**src/rtl/move_controller_pkg.sv**
```systemverilog
// Shared display geometry and coordinate widths for the sprite pipeline
// (sync generator, display controller, move controller).
package move_controller_pkg;

  localparam int unsigned H_ACTIVE  = 640;
  localparam int unsigned V_ACTIVE  = 480;
  localparam int unsigned COORD_X_W = 10;
  localparam int unsigned COORD_Y_W = 9;

  typedef enum logic [1:0] {
    DIR_NONE,
    DIR_DEC,
    DIR_INC
  } dir_e;

  // Opposing buttons cancel; a lone button selects its direction.
  function automatic dir_e axis_dir(input logic dec, input logic inc);
    if (dec && !inc)      return DIR_DEC;
    else if (inc && !dec) return DIR_INC;
    else                  return DIR_NONE;
  endfunction

endpackage

```
**src/rtl/move_controller_btn_debounce.sv**
```systemverilog
// Two-flop synchronizer followed by a consecutive-disagreement counter;
// the stable level flips only after DEBOUNCE_CYCLES disagreeing cycles.
module btn_debounce #(
  parameter int unsigned DEBOUNCE_CYCLES = 250000
) (
  input  logic i_clk,
  input  logic i_rst,
  input  logic i_btn,
  output logic o_level
);

  localparam int unsigned CNT_W = $clog2(DEBOUNCE_CYCLES + 1);
  localparam logic [CNT_W-1:0] CNT_LAST = CNT_W'(DEBOUNCE_CYCLES - 1);

  logic [1:0]       r_sync;
  logic [CNT_W-1:0] r_cnt;
  logic             r_level;

  always_ff @(posedge i_clk) begin
    if (i_rst) begin
      r_sync  <= '0;
      r_cnt   <= '0;
      r_level <= 1'b0;
    end else begin
      r_sync <= {r_sync[0], i_btn};
      if (r_sync[1] == r_level) begin
        r_cnt <= '0;
      end else if (r_cnt == CNT_LAST) begin
        r_cnt   <= '0;
        r_level <= r_sync[1];
      end else begin
        r_cnt <= r_cnt + 1'b1;
      end
    end
  end

  assign o_level = r_level;

endmodule

```
**src/rtl/move_controller.sv**
```systemverilog
// Sprite position controller: debounced buttons move the sprite by STEP
// pixels once per frame, clamped to the visible area.
module move_controller #(
  parameter int unsigned H_ACTIVE        = move_controller_pkg::H_ACTIVE,
  parameter int unsigned V_ACTIVE        = move_controller_pkg::V_ACTIVE,
  parameter int unsigned SPRITE_W        = 32,
  parameter int unsigned SPRITE_H        = 32,
  parameter int unsigned STEP            = 4,
  parameter int unsigned DEBOUNCE_CYCLES = 250000,
  parameter int unsigned INIT_X          = 304,
  parameter int unsigned INIT_Y          = 224
) (
  input  logic                                  iVGA_CLK,
  input  logic                                  iRST,
  input  logic                                  iVS,
  input  logic                                  iMoveUp,
  input  logic                                  iMoveDown,
  input  logic                                  iMoveLeft,
  input  logic                                  iMoveRight,
  output logic [move_controller_pkg::COORD_X_W-1:0] oCoordX,
  output logic [move_controller_pkg::COORD_Y_W-1:0] oCoordY,
  output logic                                  oFrameTick
);

  import move_controller_pkg::*;

  localparam int unsigned XW1 = COORD_X_W + 1;
  localparam int unsigned YW1 = COORD_Y_W + 1;

  localparam logic [XW1-1:0]       X_MAX_W  = XW1'(H_ACTIVE - SPRITE_W);
  localparam logic [YW1-1:0]       Y_MAX_W  = YW1'(V_ACTIVE - SPRITE_H);
  localparam logic [XW1-1:0]       STEP_XW  = XW1'(STEP);
  localparam logic [YW1-1:0]       STEP_YW  = YW1'(STEP);
  localparam logic [COORD_X_W-1:0] STEP_XN  = COORD_X_W'(STEP);
  localparam logic [COORD_Y_W-1:0] STEP_YN  = COORD_Y_W'(STEP);
  localparam logic [COORD_X_W-1:0] X_MAX_N  = COORD_X_W'(H_ACTIVE - SPRITE_W);
  localparam logic [COORD_Y_W-1:0] Y_MAX_N  = COORD_Y_W'(V_ACTIVE - SPRITE_H);
  localparam logic [COORD_X_W-1:0] INIT_X_N = COORD_X_W'(INIT_X);
  localparam logic [COORD_Y_W-1:0] INIT_Y_N = COORD_Y_W'(INIT_Y);

  // Bit order: 0 up, 1 down, 2 left, 3 right.
  logic [3:0] w_btn_raw;
  logic [3:0] w_lvl;

  assign w_btn_raw = {iMoveRight, iMoveLeft, iMoveDown, iMoveUp};

  for (genvar g = 0; g < 4; g++) begin : g_btn
    btn_debounce #(
      .DEBOUNCE_CYCLES(DEBOUNCE_CYCLES)
    ) u_debounce (
      .i_clk  (iVGA_CLK),
      .i_rst  (iRST),
      .i_btn  (w_btn_raw[g]),
      .o_level(w_lvl[g])
    );
  end

  logic                 r_vs_prev;
  logic                 r_tick;
  logic [COORD_X_W-1:0] r_x;
  logic [COORD_Y_W-1:0] r_y;

  logic [XW1-1:0]       w_x_wide, w_x_sum;
  logic [YW1-1:0]       w_y_wide, w_y_sum;
  logic [COORD_X_W-1:0] w_x_next;
  logic [COORD_Y_W-1:0] w_y_next;

  assign w_x_wide = {1'b0, r_x};
  assign w_y_wide = {1'b0, r_y};
  assign w_x_sum  = w_x_wide + STEP_XW;
  assign w_y_sum  = w_y_wide + STEP_YW;

  // Decrement is guarded before subtracting, increment compared at full width.
  always_comb begin
    w_x_next = r_x;
    case (axis_dir(w_lvl[2], w_lvl[3]))
      DIR_DEC: w_x_next = (w_x_wide < STEP_XW) ? '0 : (r_x - STEP_XN);
      DIR_INC: w_x_next = (w_x_sum > X_MAX_W) ? X_MAX_N : (r_x + STEP_XN);
      default: w_x_next = r_x;
    endcase
  end

  always_comb begin
    w_y_next = r_y;
    case (axis_dir(w_lvl[0], w_lvl[1]))
      DIR_DEC: w_y_next = (w_y_wide < STEP_YW) ? '0 : (r_y - STEP_YN);
      DIR_INC: w_y_next = (w_y_sum > Y_MAX_W) ? Y_MAX_N : (r_y + STEP_YN);
      default: w_y_next = r_y;
    endcase
  end

  always_ff @(posedge iVGA_CLK) begin
    if (iRST) begin
      r_vs_prev <= 1'b1;
      r_tick    <= 1'b0;
      r_x       <= INIT_X_N;
      r_y       <= INIT_Y_N;
    end else begin
      r_vs_prev <= iVS;
      r_tick    <= r_vs_prev & ~iVS;
      if (r_tick) begin
        r_x <= w_x_next;
        r_y <= w_y_next;
      end
    end
  end

  assign oCoordX    = r_x;
  assign oCoordY    = r_y;
  assign oFrameTick = r_tick;

endmodule

```
**config.mk**
```make
export PLATFORM = sky130hd
export DESIGN_NAME = move_controller
export DESIGN_NICKNAME = d
export VERILOG_FILES = /design/src/rtl/move_controller_pkg.sv /design/src/rtl/move_controller_btn_debounce.sv /design/src/rtl/move_controller.sv
export SDC_FILE = /design/constraint.sdc
export NUM_CORES = 1
export LEC_CHECK = 0
export ABC_AREA = 1
export BUFFER_PORTS_ARGS = -buffer_cell sky130_fd_sc_hd__buf_2
export CAP_MARGIN = 10
export CORE_UTILIZATION = 65
export CTS_BUF_LIST = sky130_fd_sc_hd__clkbuf_16
export CTS_CLUSTER_DIAMETER = 50
export CTS_CLUSTER_SIZE = 12
export DETAILED_ROUTE_END_ITERATION = 10
export GPL_TIMING_DRIVEN = 0
export PLACE_DENSITY = 0.84
export SLEW_MARGIN = 15
export SYNTH_ARGS = -nofsm -noshare
export SYNTH_HDL_FRONTEND = slang
export SYNTH_SLANG_ARGS = --single-unit
export TNS_END_PERCENT = 10
```
**constraint.sdc**
```tcl
create_clock -name iVGA_CLK -period 3.9 [get_ports iVGA_CLK]
set_input_delay 0 -clock iVGA_CLK [delete_from_list [all_inputs] [get_ports iVGA_CLK]]
set_output_delay 0 -clock iVGA_CLK [all_outputs]
set_load 0.02 [all_outputs]
```
==> After elaboration in Yosys (flattened, before gate mapping) <==
Index checks and enable logic that the tools add are counted.
{ "classes": {"order_cmp": 4, "bitwise": 6, "reduce_logical": 20, "add_sub_neg": 10, "eq_ne": 12, "n_mux": 10} }
{ "ops": {"columns": ["operator", "count"], "rows": [
  ["$add 18x1->18 const B", 4],
  ["$eq 18x18->1 const B", 4],
  ["$mux 10", 2],
  ["$pmux 10 s2", 1],
  ["$mux 9", 2],
  ["$pmux 9 s2", 1],
  ["$reduce_and 2->1", 6],
  ["$reduce_or 3->1", 4],
  ["$add 10x3->11 const B", 1],
  ["$gt 11x10->1 const B", 1],
  ["$add 10x3->10 const B", 1],
  ["$add 9x3->10 const B", 1],
  ["$gt 10x9->1 const B", 1],
  ["$lt 10x3->1 const B", 1],
  ["$sub 10x3->10 const B", 1],
  ["$add 9x3->9 const B", 1],
  ["$lt 9x3->1 const B", 1],
  ["$sub 9x3->9 const B", 1],
  ["$mux 2", 4],
  ["$not 1->1", 5],
  ["$eq 1x1->1", 4],
  ["$eq 2x1->1 const B", 2],
  ["$eq 2x2->1 const B", 2],
  ["$logic_and 1x1->1", 4],
  ["other kinds (3)", 7]
]} }
{ "word_totals": {"register_bits": 105, "input_bits": 7, "out_inout_bits": 20, "elab_cells": 78} }

==> Depth between registers and ports, before layout <==
{ "logic_depth": {"word_depth": 7, "ltp_mapped": 13, "ltp_nobuf": 13} }

==> Cells and area by module <==
Synthesis repeated with hierarchy kept, for this count alone.
{ "unflattened": {"hier_cells": 817, "area_unflattened_um2": 5542.8} }
{ "by_module_without_submodules": {"columns": ["mod", "cells_each", "area_each_um2", "seq_area_each_um2", "n_inst"], "rows": [
  ["btn_debounce", 144, 1019.7, 420.4, 4],
  ["move_controller", 241, 1463.9, 340.3, 1]
]} }

==> Worst setup path after synthesis <==
No wires, ideal clock.
{ "synth_timing": {"path_type": "reg2reg", "start": "register r_x[3] (netlist: oCoordX[3])", "end": "register r_x[5] (netlist: oCoordX[5])", "synth_period_minus_slack_ps": 1696, "path_slack_ps": 2204, "setup_time_ps": 119, "t_arrival_ps": 1577, "stages_incl_launch_ff": 13, "path_buffers": 0, "cell_sequence": "dfxtp_1 -> ha_1 -> nand2_1 -> nor2_4 -> nand2_1 -> nand2_1 -> nand2_1 -> nor2_1 -> nand2_1 -> nand3_1 -> inv_1 -> o21ai_0 -> nand2_1"} }
{ "synth_via": {"elab_chain_len": 4, "elab_cells_between_ends": 8, "classes_between": "3 x add/sub; 2 x order compare; 3 x mux"} }
{ "synth_lines": {"columns": ["item", "line", "rtl"], "rows": [
  ["start, declared", "move_controller.sv:60", "logic [COORD_X_W-1:0] r_x;"],
  ["start signal, assigned", "move_controller.sv:102", "r_x <= w_x_next;"],
  ["$add 10x3->11", "move_controller.sv:70", "assign w_x_sum = w_x_wide + STEP_XW;"],
  ["$gt 11x10->1", "move_controller.sv:78", "DIR_INC: w_x_next = (w_x_sum > X_MAX_W) ? X_MAX_N : (r_x + STEP_XN);"],
  ["$mux 10", "move_controller.sv:78", null],
  ["$pmux 10 s2 *", "move_controller.sv:76", "case (axis_dir(w_lvl[2], w_lvl[3]))"]
]} }
Mark *: on every way between the ends. The rest lies on a longest branch, timed or not.
A chain may end at the register's enable or synchronous reset.

==> Worst setup path after layout <==
{ "layout_timing": {"start": "register g_btn[3].u_debounce.r_cnt[0]", "end": "register g_btn[3].u_debounce.r_cnt[4]"} }
{ "layout_via": {"elab_chain_len": 2, "elab_cells_between_ends": 3, "classes_between": "1 x add/sub; 1 x eq/ne; 1 x reduce/logical"} }
{ "layout_lines": {"columns": ["item", "line", "rtl"], "rows": [
  ["start, declared", "move_controller_btn_debounce.sv:16", "logic [CNT_W-1:0] r_cnt;"],
  ["start signal, assigned", "move_controller_btn_debounce.sv:32", "r_cnt <= r_cnt + 1'b1;"],
  ["branches (longest 2 deep; another with $add 18x1->18)", null, null]
]} }
Several ways; the timed one is not identified.

==> impl_metrics.py <==
metrics = {
    "floorplan": {
        "core_um2": 7770,
        "rows": 32,
        "start_util_pct": 67.8,
        "die_w_um": 92.0,
        "die_h_um": 92.0,
        "io_pins": 27,
        "die_area_um2": 8470,
    },
    "power": {
        "leakage_nw": 2.31,
        "ir_drop_v": 0.000215,
        "powerDensity_nw_per_um2": 320,
    },
    "grt": {
        "grt-ovfl-total": 0,
        "grt_max_degree": 16,
        "grt_util_all_layers_pct": 27.6,
        "antenna_found_initial": 0,
        "grt_pass1_wl_um": 19100,
        "first_global_vias": 4591,
    },
    "setup_path": {
        "worstPathRequired_ns": 4.12,
        "cp_slowest_stage_delay_ns": 0.40,
        "path_max_fanout": 10,
        "endpoint_kind": "flip-flop",
        "r2r_cells": 9,
        "rr_endpoint": "g_btn[3].u_debounce.r_cnt[4]",
        "cp-start-kind": "flip-flop",
        "criticalPathCategory": "reg2reg",
        "timing.rr.start": "g_btn[3].u_debounce.r_cnt[0]",
        "rrSetupSlack_ns": 1.91,
        "critPathSlowestCell": "nor4_1",
        "path_common_cell": "nand2_1",
        "cp_data_arrival_time_ns": 2.21,
        "path_cells": "ha_1, nand2_1, inv_1, nand3_1, nor4_1, nand2_1, nand2_2, buf_4, a21oi_1",
    },
    "timing": {
        "grt_setup_unrepaired": "false",
        "slew_headroom_pct": 61.4,
        "final_max_slew_viol_count": 0,
        "max_freq_ghz": 0.502,
        "setup_violations": 0,
        "setup_tns_ns": 0,
        "hold_viol": 0,
        "skew_ns": 0.00675,
        "tightest_slew_ns": 0.577,
        "finalCritPeriodShare_pct": 51.1,
        "min_period_ns": 1.99,
    },
    "drt": {
        "drt_wl_total_um": 10700,
        "antenna_left": 0,
        "drt_first_iter_violations": 182,
        "vias": 4754,
        "route.detailed.wl_per_inst_um": 12.1,
        "dr.pass1.iters": 4,
        "drc": 0,
        "viasPerCell": 5.36,
    },
    "place": {
        "io_buffers": 21,
        "dp.cells": 867,
        "gp_routability_congestion": 0.894,
        "hpwl_um": 7940,
    },
    "synth": {
        "synth_top_cell_area_share_pct": 38.4,
        "synth_cell_type_count": 43,
        "netlist_area_um2": 5270,
        "synth.area.top_cells": "dfxtp_1 38%, nand2_1 9.3%, inv_1 7.3%",
        "yosysMostFrequentCell": "nand2_1",
        "yosysSeqAreaShare_pct": 38.4,
        "synth-edff-count": 0,
        "ys_ff_latch": 101,
        "ys_top_cells_by_count": "131 x nand2_1, 102 x inv_1, 101 x dfxtp_1, 100 x nor2_1, 49 x nand3_1",
        "synth.avg_cell_area_um2": 7.11,
        "ys.warnings.count": 0,
        "yosysTopAreaCell": "dfxtp_1",
        "syn_inst": 741,
        "async_flop_share_pct": 0,
        "ys.flop_type": "dfxtp_1",
    },
    "layout": {
        "antenna_cells": 0,
        "syn_to_final_growth_pct": 10.5,
        "layout.cells.non_filler": 887,
        "layout-drive-gt1-share_pct": 11.5,
        "nets": 798,
    },
    "cts": {
        "cts_resized": 0,
        "clkSlewWorstSetupHoldPaths_ns": 0.06,
        "clkLatencyLatePin_ns": 0.34,
        "cts_made_buffers": 9,
        "htree_levels": 3,
        "cts-root-buf": "clkbuf_16",
        "cts_tree": "yes",
        "clock_sinks": 101,
        "cts_max_path_buffers": 2,
    },
    "hold_path": {
        "hp-start": "iRST",
        "holdPathEnd": "oCoordX[8]",
        "hold_class": "in2reg",
        "holdPathStages": 3,
    },
    "outcome": {
        "status": "complete, no violations",
    },
    "job": {
        "drv_cap": 0,
    },
}
-- sequential cells by signal, summed over array words and instances, names as in the netlist --
register	cells
oFrameTick	1
r_vs_prev	1
g_btn.u_debounce.r_sync	8
oCoordY	7
g_btn.u_debounce.r_cnt	72
oCoordX	8
g_btn.u_debounce.o_level	4
-- per-stage QoR --
stage               util [%]  worst slack [ns]  hold WS [ns]  area (um^2)  total power [W]
finish                  74.9              1.91         0.131         5820          0.00186
global route            74.9              1.69         0.173         5820          0.00193
CTS                     74.9              1.92         0.130         5820          0.00188
detailed placement      70.9              1.99         0.226         5510          0.00110
global placement        70.9              2.03         0.220         5510          0.00110
floorplan                  -              2.20         0.107         5280          0.00109
-- report_power, final --
part           internal [W]  total [W]  switching, W
combinational     0.0000156  0.0000400     0.0000244
sequential          0.00104    0.00104    0.00000327
clock              0.000422   0.000784      0.000362
-- timing repair --
| action | in CTS | in global routing |
|---|---|---|
| hold endpoints to repair | 6 | 0 |
| hold buffers | 5 | 0 |
| setup buffers | 0 | 0 |
-- cells in the final DEF, fill, tap and decap left out, types with 2 or more instances in the layout --
cell	count
a21oi_1	42
a31oi_1	3
and3_1	2
buf_2	23
buf_4	6
clkbuf_1	4
clkbuf_16	9
clkinv_1	2
conb_1	4
dfxtp_1	101
dlygate4sd3_1	5
ha_1	10
inv_1	103
inv_2	3
nand2_1	131
nand2_2	6
nand3_1	49
nand3_2	2
nand3b_1	4
nand4_1	15
nand4_2	2
nor2_1	100
nor2_2	14
nor3_1	28
nor3_2	5
nor3_4	2
nor3b_1	18
nor4_1	6
nor4_2	2
o21ai_0	30
o21ai_1	2
or2_2	7
xnor2_1	6
xor2_1	24
-- logic make-up (layout without fill, tap and decap cells) --
| group | after synthesis | after routing | synth area share (%) |
|---|---|---|---|
| AOI/OAI and AO/OA | 82 | 82 | 8.13 |
| and+or+nand+nor | 397 | 397 | 36.5 |
| adders and majority gates | 10 | 10 | 2.38 |
| DFF | 101 | 101 | 38.4 |
| buffers and inverters | 120 | 161 | 9.50 |
| xor gates and xnor gates | 30 | 30 | 4.99 |
| other | 1 | 4 | 0.0712 |
-- critical path, delay by kind of cell (launching register included) --
| kind | cells | cell delay [ns] |
|---|---|---|
| DFF | 1 | 0.39 |
| buffers and inverters | 2 | 0.31 |
| AOI/OAI and AO/OA | 1 | 0.06 |
| adders and majority gates | 1 | 0.19 |
| and+or+nand+nor | 5 | 0.91 |
-- routing by layer --
layer	vias up	part of all wire (%)	GRT usage [%]
met5	-	0	0
met4	0	1.2	8.33
met3	14	4.8	5.14
met2	107	48	48.1
met1	2173	46	34.4
li1	2460	-	-
-- worst max-delay path by stage --
stage                                 start                       endpoint  slack [ns]  depth (start not counted)
3_5_place_dp   g_btn[3].u_debounce.r_cnt[0]   g_btn[3].u_debounce.r_cnt[4]        1.99                          9
5_1_grt        g_btn[3].u_debounce.r_cnt[0]   g_btn[3].u_debounce.r_cnt[4]        1.69                          9
4_1_cts        g_btn[3].u_debounce.r_cnt[0]   g_btn[3].u_debounce.r_cnt[4]        1.92                          9
3_3_place_gp   g_btn[3].u_debounce.r_cnt[0]  g_btn[3].u_debounce.r_cnt[16]        2.03                          9
6_report       g_btn[3].u_debounce.r_cnt[0]   g_btn[3].u_debounce.r_cnt[4]        1.91                          9
2_1_floorplan                    oCoordX[3]                     oCoordX[5]        2.20                         12
-- area by class of cell --
type	instances	area [um^2]
sequential	101	2020
clock inverter	6	32.5
buffer	15	106
clock buffer	9	225
timing repair buffer	26	155
multi-input combinational	523	2760
fill	648	1950
inverter	105	394
tap	102	128
(Power assumes the default switching activity.)
